--- config.mk ---
export PLATFORM = sky130hd
export DESIGN_NAME = filter_tune_ctrl_flat
export DESIGN_NICKNAME = d
export VERILOG_FILES = /design/src/rtl/filter_tune_ctrl_pkg.sv /design/src/rtl/filter_tune_ctrl_if.sv /design/src/rtl/filter_tune_ctrl_timer.sv /design/src/rtl/filter_tune_ctrl.sv /design/src/flat_wrapper.sv
export SDC_FILE = /design/constraint.sdc
export NUM_CORES = 1
export LEC_CHECK = 0
export BUFFER_PORTS_ARGS = -buffer_cell sky130_fd_sc_hd__buf_4
export CORE_UTILIZATION = 60
export DETAILED_ROUTE_END_ITERATION = 6
export PLACE_DENSITY = 0.91
export SLEW_MARGIN = 20
export SYNTH_ARGS = -nofsm -noshare
export SYNTH_HDL_FRONTEND = slang
export SYNTH_SLANG_ARGS = --single-unit
export TNS_END_PERCENT = 100
--- constraint.sdc ---
create_clock -name clk -period 11.2 [get_ports clk]
set_input_delay 1.12 -clock clk [delete_from_list [all_inputs] [get_ports clk]]
set_output_delay 1.12 -clock clk [all_outputs]
set_load 0.01 [all_outputs]
--- src/rtl/filter_tune_ctrl_pkg.sv ---
// filter_tune_pkg
// Shared definitions for the RC filter tuning sequencer:
//   - tune_state_e : sequencer states
//   - DEF_*        : default parameter values used by the interface and top
//   - settle_cycles: saturating settle-time computation for a given trim code
package filter_tune_pkg;

    typedef enum logic [2:0] {
        IDLE   = 3'd0,
        WAKE   = 3'd1,
        RAMP   = 3'd2,
        SETTLE = 3'd3,
        LOCKED = 3'd4
    } tune_state_e;

    localparam int unsigned DEF_CODE_W      = 6;
    localparam int unsigned DEF_CODE_MAX    = 48;
    localparam int unsigned DEF_WAKE_CYC    = 16;
    localparam int unsigned DEF_STEP_CYC    = 4;
    localparam int unsigned DEF_SETTLE_BASE = 32;
    localparam int unsigned DEF_SETTLE_STEP = 8;
    localparam int unsigned DEF_CNT_W       = 16;

    // Settle time grows linearly with the final code (larger code -> larger
    // RC). The sum is formed in a wide integer so it cannot wrap, then
    // saturated to the largest value a cnt_w-bit timer can hold.
    function automatic longint unsigned settle_cycles(
        input longint unsigned code,
        input longint unsigned base,
        input longint unsigned step,
        input int unsigned     cnt_w
    );
        longint unsigned raw;
        longint unsigned lim;
        raw = base + code * step;
        lim = (64'd1 << cnt_w) - 64'd1;
        return (raw > lim) ? lim : raw;
    endfunction

endpackage

--- src/rtl/filter_tune_ctrl_if.sv ---
// filter_tune_ctrl_if
// Configuration handshake between the register/config bus and the tuning
// sequencer.
//   cfg_valid : master -> slave, a target trim code is offered
//   cfg_code  : master -> slave, requested trim code
//   cfg_ready : slave -> master, the sequencer can accept a target
// A transfer happens on a rising edge where cfg_valid and cfg_ready are both 1.
interface filter_tune_ctrl_if
    import filter_tune_pkg::*;
#(
    parameter int unsigned CODE_W = DEF_CODE_W
);
    logic              cfg_valid;
    logic [CODE_W-1:0] cfg_code;
    logic              cfg_ready;

    modport master (
        output cfg_valid,
        output cfg_code,
        input  cfg_ready
    );

    modport slave (
        input  cfg_valid,
        input  cfg_code,
        output cfg_ready
    );
endinterface

--- src/rtl/filter_tune_ctrl_timer.sv ---
// tune_timer
// Loadable down-counter shared by the WAKE, RAMP and SETTLE phases.
//   clk, rst_n : clock, asynchronous active-low reset
//   load       : load load_val this cycle (takes priority over counting)
//   load_val   : value to load
//   value      : current count
//   zero       : count is zero
// The counter decrements by one each cycle while non-zero and holds at zero.
module tune_timer
    import filter_tune_pkg::*;
#(
    parameter int unsigned CNT_W = DEF_CNT_W
) (
    input  logic             clk,
    input  logic             rst_n,
    input  logic             load,
    input  logic [CNT_W-1:0] load_val,
    output logic [CNT_W-1:0] value,
    output logic             zero
);

    logic [CNT_W-1:0] value_q;
    logic [CNT_W-1:0] value_d;

    // Next count: load wins, otherwise count down and stick at zero.
    always_comb begin
        value_d = value_q;
        if (load) begin
            value_d = load_val;
        end else if (value_q != '0) begin
            value_d = value_q - 1'b1;
        end
    end

    always_ff @(posedge clk or negedge rst_n) begin
        if (!rst_n) begin
            value_q <= '0;
        end else begin
            value_q <= value_d;
        end
    end

    assign value = value_q;
    assign zero  = (value_q == '0);

endmodule

--- src/rtl/filter_tune_ctrl.sv ---
// filter_tune_ctrl
// Sequencer for the programmable RC low-pass filter. Wakes the filter, ramps
// the trim code one LSB per STEP_CYC cycles toward the requested target, waits
// a code-dependent settle time, then declares the output valid.
// Ports:
//   clk, rst_n  : clock, asynchronous active-low reset
//   enable      : level, 1 = filter in use
//   cfg         : config handshake (cfg_valid, cfg_code, cfg_ready)
//   flt_en      : filter powered
//   flt_bypass  : 1 = filter output bypassed
//   flt_code    : trim code applied to the filter
//   flt_hold    : 1 while the code is moving
//   settled     : filter output valid
//   clamp_err   : one-cycle pulse when a requested code exceeded CODE_MAX
module filter_tune_ctrl
    import filter_tune_pkg::*;
#(
    parameter int unsigned CODE_W      = DEF_CODE_W,
    parameter int unsigned CODE_MAX    = DEF_CODE_MAX,
    parameter int unsigned WAKE_CYC    = DEF_WAKE_CYC,
    parameter int unsigned STEP_CYC    = DEF_STEP_CYC,
    parameter int unsigned SETTLE_BASE = DEF_SETTLE_BASE,
    parameter int unsigned SETTLE_STEP = DEF_SETTLE_STEP,
    parameter int unsigned CNT_W       = DEF_CNT_W
) (
    input  logic                     clk,
    input  logic                     rst_n,
    input  logic                     enable,
    filter_tune_ctrl_if.slave        cfg,
    output logic                     flt_en,
    output logic                     flt_bypass,
    output logic [CODE_W-1:0]        flt_code,
    output logic                     flt_hold,
    output logic                     settled,
    output logic                     clamp_err
);

    localparam logic [CODE_W-1:0] CODE_MAX_C = CODE_W'(CODE_MAX);
    localparam logic [CNT_W-1:0]  WAKE_LOAD  = CNT_W'(WAKE_CYC - 1);
    localparam logic [CNT_W-1:0]  STEP_LOAD  = CNT_W'(STEP_CYC - 1);
    localparam logic [CNT_W-1:0]  CNT_ONE    = CNT_W'(1);

    tune_state_e       state_q, state_d;
    logic [CODE_W-1:0] target_q, target_d;
    logic [CODE_W-1:0] code_q, code_d;
    logic              flt_en_q, flt_en_d;
    logic              flt_bypass_q, flt_bypass_d;
    logic              flt_hold_q, flt_hold_d;
    logic              settled_q, settled_d;
    logic              clamp_err_q, clamp_err_d;

    logic              tmr_load;
    logic [CNT_W-1:0]  tmr_load_val;
    logic [CNT_W-1:0]  tmr_value;
    logic              tmr_zero;
    logic              xfer;

    tune_timer #(
        .CNT_W (CNT_W)
    ) u_timer (
        .clk      (clk),
        .rst_n    (rst_n),
        .load     (tmr_load),
        .load_val (tmr_load_val),
        .value    (tmr_value),
        .zero     (tmr_zero)
    );

    // cfg_ready is the only output decoded directly from the state register.
    assign cfg.cfg_ready = (state_q == IDLE) || (state_q == SETTLE) || (state_q == LOCKED);
    assign xfer          = cfg.cfg_valid && cfg.cfg_ready;

    // Next-state, target/code update and timer control.
    always_comb begin
        state_d      = state_q;
        target_d     = target_q;
        code_d       = code_q;
        clamp_err_d  = 1'b0;
        tmr_load     = 1'b0;
        tmr_load_val = '0;

        // A transfer can be accepted in IDLE, SETTLE and LOCKED; the target
        // is captured clamped, independent of what the state does next.
        if (xfer) begin
            if (cfg.cfg_code > CODE_MAX_C) begin
                target_d    = CODE_MAX_C;
                clamp_err_d = 1'b1;
            end else begin
                target_d = cfg.cfg_code;
            end
        end

        if (!enable) begin
            // Disable from anywhere: code and target freeze, timer clears.
            state_d  = IDLE;
            tmr_load = 1'b1;
        end else begin
            case (state_q)
                IDLE: begin
                    state_d      = WAKE;
                    tmr_load     = 1'b1;
                    tmr_load_val = WAKE_LOAD;
                end
                WAKE: begin
                    if (tmr_zero) begin
                        state_d      = RAMP;
                        tmr_load     = 1'b1;
                        tmr_load_val = STEP_LOAD;
                    end
                end
                RAMP: begin
                    if (code_q == target_q) begin
                        state_d      = SETTLE;
                        tmr_load     = 1'b1;
                        tmr_load_val = CNT_W'(settle_cycles(64'(code_q), 64'(SETTLE_BASE),
                                                            64'(SETTLE_STEP), CNT_W));
                    end else if (tmr_zero) begin
                        code_d   = (code_q < target_q) ? code_q + 1'b1 : code_q - 1'b1;
                        tmr_load = 1'b1;
                        if (code_d == target_q) begin
                            state_d      = SETTLE;
                            tmr_load_val = CNT_W'(settle_cycles(64'(code_d), 64'(SETTLE_BASE),
                                                                64'(SETTLE_STEP), CNT_W));
                        end else begin
                            tmr_load_val = STEP_LOAD;
                        end
                    end
                end
                SETTLE: begin
                    // Leaving while the count is 1 (or 0) makes SETTLE last
                    // exactly the loaded number of cycles, minimum one.
                    if (xfer) begin
                        state_d      = RAMP;
                        tmr_load     = 1'b1;
                        tmr_load_val = STEP_LOAD;
                    end else if (tmr_value <= CNT_ONE) begin
                        state_d = LOCKED;
                    end
                end
                LOCKED: begin
                    if (xfer) begin
                        state_d      = RAMP;
                        tmr_load     = 1'b1;
                        tmr_load_val = STEP_LOAD;
                    end
                end
                default: begin
                    state_d = IDLE;
                end
            endcase
        end

        // Outputs are registered from the next state so they line up with it.
        flt_en_d     = (state_d != IDLE);
        flt_bypass_d = (state_d != LOCKED);
        flt_hold_d   = (state_d == RAMP);
        settled_d    = (state_d == LOCKED);
    end

    always_ff @(posedge clk or negedge rst_n) begin
        if (!rst_n) begin
            state_q      <= IDLE;
            target_q     <= '0;
            code_q       <= '0;
            flt_en_q     <= 1'b0;
            flt_bypass_q <= 1'b1;
            flt_hold_q   <= 1'b0;
            settled_q    <= 1'b0;
            clamp_err_q  <= 1'b0;
        end else begin
            state_q      <= state_d;
            target_q     <= target_d;
            code_q       <= code_d;
            flt_en_q     <= flt_en_d;
            flt_bypass_q <= flt_bypass_d;
            flt_hold_q   <= flt_hold_d;
            settled_q    <= settled_d;
            clamp_err_q  <= clamp_err_d;
        end
    end

    assign flt_en     = flt_en_q;
    assign flt_bypass = flt_bypass_q;
    assign flt_code   = code_q;
    assign flt_hold   = flt_hold_q;
    assign settled    = settled_q;
    assign clamp_err  = clamp_err_q;

endmodule

--- src/flat_wrapper.sv ---
// flat-port wrapper written by rule: the top's interface ports become plain ports
module filter_tune_ctrl_flat import filter_tune_pkg::*;
#(
    parameter int unsigned CODE_W      = DEF_CODE_W,
    parameter int unsigned CODE_MAX    = DEF_CODE_MAX,
    parameter int unsigned WAKE_CYC    = DEF_WAKE_CYC,
    parameter int unsigned STEP_CYC    = DEF_STEP_CYC,
    parameter int unsigned SETTLE_BASE = DEF_SETTLE_BASE,
    parameter int unsigned SETTLE_STEP = DEF_SETTLE_STEP,
    parameter int unsigned CNT_W       = DEF_CNT_W
)
  (clk, rst_n, enable, flt_en, flt_bypass, flt_code, flt_hold, settled, clamp_err, cfg_cfg_valid, cfg_cfg_code, cfg_cfg_ready);
  filter_tune_ctrl_if #(.CODE_W(CODE_W)) cfg_i ();
  input  logic clk;
  input  logic rst_n;
  input  logic enable;
  output logic flt_en;
  output logic flt_bypass;
  output logic [CODE_W-1:0] flt_code;
  output logic flt_hold;
  output logic settled;
  output logic clamp_err;
  input wire logic [$bits(cfg_i.cfg_valid)-1:0] cfg_cfg_valid;
  input wire logic [$bits(cfg_i.cfg_code)-1:0] cfg_cfg_code;
  output wire logic [$bits(cfg_i.cfg_ready)-1:0] cfg_cfg_ready;
  assign cfg_i.cfg_valid = cfg_cfg_valid;
  assign cfg_i.cfg_code = cfg_cfg_code;
  assign cfg_cfg_ready = cfg_i.cfg_ready;
  filter_tune_ctrl #(.CODE_W(CODE_W), .CODE_MAX(CODE_MAX), .WAKE_CYC(WAKE_CYC), .STEP_CYC(STEP_CYC), .SETTLE_BASE(SETTLE_BASE), .SETTLE_STEP(SETTLE_STEP), .CNT_W(CNT_W)) u_core (.clk(clk), .rst_n(rst_n), .enable(enable), .cfg(cfg_i), .flt_en(flt_en), .flt_bypass(flt_bypass), .flt_code(flt_code), .flt_hold(flt_hold), .settled(settled), .clamp_err(clamp_err));
endmodule
* Yosys cells after proc, flatten, opt, wreduce, memory -nomap -nowiden *
Cells that the tools add are included.

storage, ports and cells
  register bits = 36
  input port bits = 10
  output and inout bits = 12
  logic and storage cells = 68

cells by class
  $add $sub $neg = 5
  order comparisons = 5
  equality and inequality tests = 9
  mux-type cells = 29
  bitwise logic cells = 1
  reduce and logical (&&, ||, !) cells = 10

operator list
  kind                   number
  $gt 64x16->1 const B   2
  $mux 16                8
  $pmux 16 s4            1
  $mux 3                 8
  $add 6x9->10 const A   2
  $le 16x1->1 const B    1
  $logic_not 16->1       1
  $reduce_bool 16->1     1
  $sub 16x1->16 const B  1
  $pmux 3 s5             1
  $eq 6x6->1             2
  $mux 6                 2
  $eq 3x2->1 const B     3
  $add 6x1->6 const B    1
  $eq 3x3->1 const B     2
  $gt 6x6->1 const B     1
  $lt 6x6->1             1
  $mux 1                 6
  $sub 6x1->6 const B    1
  $mux 2                 2
  $pmux 1 s4             1
  $reduce_and 4->1       1
  $eq 3x1->1 const B     1
  $logic_not 3->1        1
  other kinds (7)        8

* Longest topological paths before layout *
  depth after elaboration = 11
  depth in mapped cells = 15
  mapped depth without buffers = 15

* Modules after synthesis *
A second synthesis with hierarchy kept.

unflattened totals
  cells, all modules = 288
  area, all modules = 2566.2 um2

by module, submodules not included
  module            times used  cells each  area each (um2)  sequential area each (um2)
  filter_tune_ctrl  1           184         1560.2           501.7
  tune_timer        1           104         1006.0           400.4

* Worst setup path before layout *
No wires, ideal clock.

  path kind = register to register
  start = register u_core.code_q[4] (netlist: u_core.flt_code[4])
  end = register u_core.u_timer.value_q[8] (netlist: u_core.u_timer.value[8])
  setup time = 0.095 ns
  arrival = 3.486 ns
  required time = 11.105 ns
  path slack = 7.619 ns
  cell stages (with the launch flop) = 14
  buffers on the path = 0
  period minus slack after synthesis = 3.581 ns
  cells stage by stage = dfrtp_1 ha_1 a21oi_1 nand2_1 a211oi_2 inv_1 ha_1 xnor2_2 xnor2_1 or3_1 or3_1 nor4_4 nor2_1 o31ai_1

between the ends
  cells in the longest elaborated chain, start to end = 11
  elaborated cells between the ends (all ways) = 22
  classes of those cells = 4 x add/sub; 3 x order compare; 2 x eq/ne; 12 x mux; 1 x reduce/logical

RTL lines
  what                                 RTL line                      RTL
  start, declared                      filter_tune_ctrl.sv:45        logic [CODE_W-1:0] code_q, code_d;
  start signal, assigned               filter_tune_ctrl.sv:173       code_q <= code_d;
  $sub 6x1->6 (tied with other cells)  filter_tune_ctrl.sv:118       code_d = (code_q < target_q) ? code_q + 1'b1 : code_q - 1'b1;
  $mux 6                               filter_tune_ctrl.sv:118
  $add 6x9->10                         filter_tune_ctrl_pkg.sv:35    raw = base + code * step;
  $gt 64x16->1                         filter_tune_ctrl_pkg.sv:37    return (raw > lim) ? lim : raw;
  $mux 16                              filter_tune_ctrl_pkg.sv:37
  $mux 16                              filter_tune_ctrl.sv:120       if (code_d == target_q) begin
  $mux 16                              filter_tune_ctrl.sv:117       end else if (tmr_zero) begin
  $mux 16                              filter_tune_ctrl.sv:112       if (code_q == target_q) begin
  $pmux 16 s4                          filter_tune_ctrl.sv:98        case (state_q)
  $mux 16                              filter_tune_ctrl.sv:93        if (!enable) begin
  $mux 16                              filter_tune_ctrl_timer.sv:28  if (load) begin
  end signal, assigned                 filter_tune_ctrl_timer.sv:39  value_q <= value_d;
  end, declared                        filter_tune_ctrl_timer.sv:22  logic [CNT_W-1:0] value_q;

Parallel ways exist; a longest one is shown, timed or not.
A chain may end at the register's enable or synchronous reset.

* Worst setup path in the final report *
  start = register u_core.code_q[4] (netlist: u_core.flt_code[4])
  end = register u_core.u_timer.value_q[1] (netlist: u_core.u_timer.value[1])

The elaborated chain is that of the path after synthesis.

==> flow_metrics.tcl <==
set metrics [dict create \
    outcome "finished clean" \
    holdPathEnd "u_core.target_q[0]" \
    syn_area_sq_um 2552 \
    postCtsSetupBuffers 0 \
    firstDrtPassIters 4 \
    route.detailed.drc 0 \
    place_ws_ns 7.358 \
    clock-sinks 36 \
    grt_max_degree 37 \
    setup_violations 0 \
    cts.path.max_buffers 2 \
    dieHeight_um 67.23 \
    cp-end-kind "flop" \
    synth-edff-count 0 \
    synth-main-ff-cell "dfrtp_1" \
    hold_buffers 0 \
    hpwl_um 4105 \
    register_area_sq_um 902.1 \
    cp.arrival_ns 4.10 \
    gp_congestion 0.9011 \
    synthTopCellsByArea "dfrtp_1 34%, ha_1 7.4%, nand2_1 4.7%" \
    dp_cells 341 \
    max_stage_delay_ns 0.47 \
    core-area_sq_um 4029 \
    clock_latency_ns 0.29 \
    ys_ff_latch 36 \
    finClkSkew_ns 0.003798 \
    hold_depth 2 \
    fin_crit_sh_pct 34.95 \
    path_clk_slew_ns 0.07 \
    yosysMostFrequentCell "dfrtp_1" \
    rsz0062_at_grt "false" \
    reg2regPathDepth 13 \
    syn2layout_area_growth_pct 10.64 \
    start_util_pct 63.35 \
    grt_antenna_before_repair 0 \
    critPathKind "flop to flop" \
    fill_cells 314 \
    yosys-top-cells-count "35 x dfrtp_1, 32 x nand2_1, 32 x nor2_1" \
    cts_root_buf "clkbuf_8" \
    drive_gt1_share_pct 17.06 \
    hp-start "u_core.target_q[0]" \
    dieArea_sq_um 4519 \
    ant_nets 0 \
    utilization_pct 70.09 \
    grt_overflow 0 \
    crit_slowest_cell "dfrtp_1" \
    final.setup.tns_ns 0 \
    viasPerCell 6.074 \
    n_antenna_cell 0 \
    r2r-end "u_core.u_timer.value[1]" \
    async_flop_share_pct 100.0 \
    final_nets 324 \
    final_cells 349 \
    path_buf_inv 1 \
    holdCritPathClass "flop to flop" \
    drv_slew 0 \
    grt_pass1_wl_um 9328 \
    yosysWarnings 0 \
    cts_resized 0 \
    cts-buffers-inserted 5 \
    post-route-min-period_ns 3.914 \
    numPortBuffers 21 \
    synth_cell_types 59 \
    cp_max_fo 7 \
    vias 2120 \
    ys_seq_area_share_pct 35.34 \
    fin_ws_ns 7.286 \
    yosysTopAreaCell "dfrtp_1" \
    synth_nets 302 \
    die_w_um 67.23 \
    cp-start-kind "flop" \
    synth_top_area_share_pct 34.31 \
    placementRows 23 \
    drt_iter0_markers 217 \
    fmax_mhz 255.5 \
    tightest_slew_ns 0.6313 \
    post_drt_wl_per_cell_um 15.90 \
    htreeDepth 2 \
    boundaryPins 22 \
    critical_path.top_delay_family "simple AND/OR/NAND/NOR gates" \
    syn_avg_cell_area_sq_um 9.248 \
    worst-endpoint-required_ns 11.38 \
    cp_cell_sequence "ha_1 > a21oi_1 > nand2_1 > a211oi_2 > inv_1 > ha_1 > xnor2_2 > xnor2_1 > or3_1 > or3_1 > nor2_1 > o22a_1 > a21bo_1" \
    r2r_start "u_core.flt_code[4]" \
    multi_input_area_sq_um 1545 \
    wirelength_um 5549 \
    drv_cap 0 \
    synthCells 276 \
    cts_tree "built" \
    finalHoldViolCount 0 \
    reg2reg_slack_ns 7.29 \
    slew_headroom_pct 57.56 \
    grt_pass1_vias 2104 \
    grt.total_usage_pct 27.59 \
]
-- worst reg2reg max path: stages, from the launching register on --
cell,delay (ns)
dfrtp_1,0.47
ha_1,0.36
a21oi_1,0.15
nand2_1,0.08
a211oi_2,0.38
inv_1,0.19
ha_1,0.39
xnor2_2,0.27
xnor2_1,0.09
or3_1,0.35
or3_1,0.43
nor2_1,0.23
o22a_1,0.21
a21bo_1,0.21
-- logic make-up (layout without fill, tap and decap cells) --
| family | Yosys count | count (layout) | share of synthesized area [%] |
|---|---|---|---|
| buffers and inverters | 23 | 46 | 4.118 |
| flip-flops | 36 | 36 | 35.34 |
| AO/OA/AOI/OAI | 54 | 54 | 14.17 |
| multiplexers | 6 | 6 | 2.598 |
| XOR/XNOR | 27 | 27 | 11.18 |
| AND/OR/NAND/NOR | 114 | 114 | 24.46 |
| adder cells (fa/ha/maj) | 16 | 16 | 8.137 |
-- metal layers --
| layer | vias up | global-route usage, % | routed length, um | part of all wire [%] |
|---|---|---|---|---|
| li1 | 1025 | - | - | - |
| met2 | 83 | 48.38 | 2757 | 50 |
| met5 | - | 0 | 0 | 0 |
| met4 | 0 | 9.840 | 58 | 1.0 |
| met1 | 1001 | 33.44 | 2412 | 43 |
| met3 | 11 | 5.236 | 321 | 5.8 |
-- stage by stage --
step	cell area, sq um	hold slack, ns
global route	2824	0.5303
floorplan	2552	0.4498
CTS	2824	0.4871
finish	2824	0.4966
detailed placement	2731	0.4704
global placement	2731	0.4659
-- final cells by class --
cell class,instances,area share [%]
Timing Repair Buffer,21,5.583
Clock inverter,2,0.3545
Sequential cell,36,31.95
Tap cell,50,2.215
Clock buffer,6,2.924
Inverter,17,2.260
Multi-Input combinational cell,217,54.72
-- cell usage in the layout (no fill, tap or decap), types with 2 or more instances in the layout --
master    count
a21oi_1      14
clkinv_2      2
nor4_1        4
ha_1         15
nand2b_1      2
xnor2_1      13
inv_1        17
nor3_1        5
or3_1         6
mux2_1        3
nand3_1       8
a31oi_1       5
o21ai_0      15
or4_4         2
mux2_2        2
dfrtp_1      35
o31ai_1       3
clkbuf_8      6
nand4_1       3
and3b_1       2
buf_4        21
o22ai_1       3
and3_1        2
xor2_1       10
nor4_4        2
xnor3_1       3
or2_2         2
nand2_1      32
nor2_1       32
-- registers in the layout, indices dropped and copies added (netlist names) --
register,cells
u_core.flt_bypass,1
u_core.flt_hold,1
u_core.flt_code,6
u_core.flt_en,1
u_core.clamp_err,1
u_core.state_q,3
u_core.settled,1
u_core.target_q,6
u_core.u_timer.value,16
-- how the worst max path moves through the flow --
stage	cells after the start	slack [ns]	from	endpoint
after CTS	13	7.31	u_core.flt_code[4]	u_core.u_timer.value[8]
after floorplan	13	7.62	u_core.flt_code[4]	u_core.u_timer.value[8]
after detailed placement	13	7.36	u_core.flt_code[4]	u_core.u_timer.value[8]
final	13	7.29	u_core.flt_code[4]	u_core.u_timer.value[1]
after global placement	13	7.44	u_core.flt_code[4]	u_core.u_timer.value[8]
after global routing	13	7.07	u_core.flt_code[4]	u_core.u_timer.value[8]
Power is left out: the tool's default activity adds up to more than one toggle a clock period on the data nets, which glitch-free logic cannot reach.
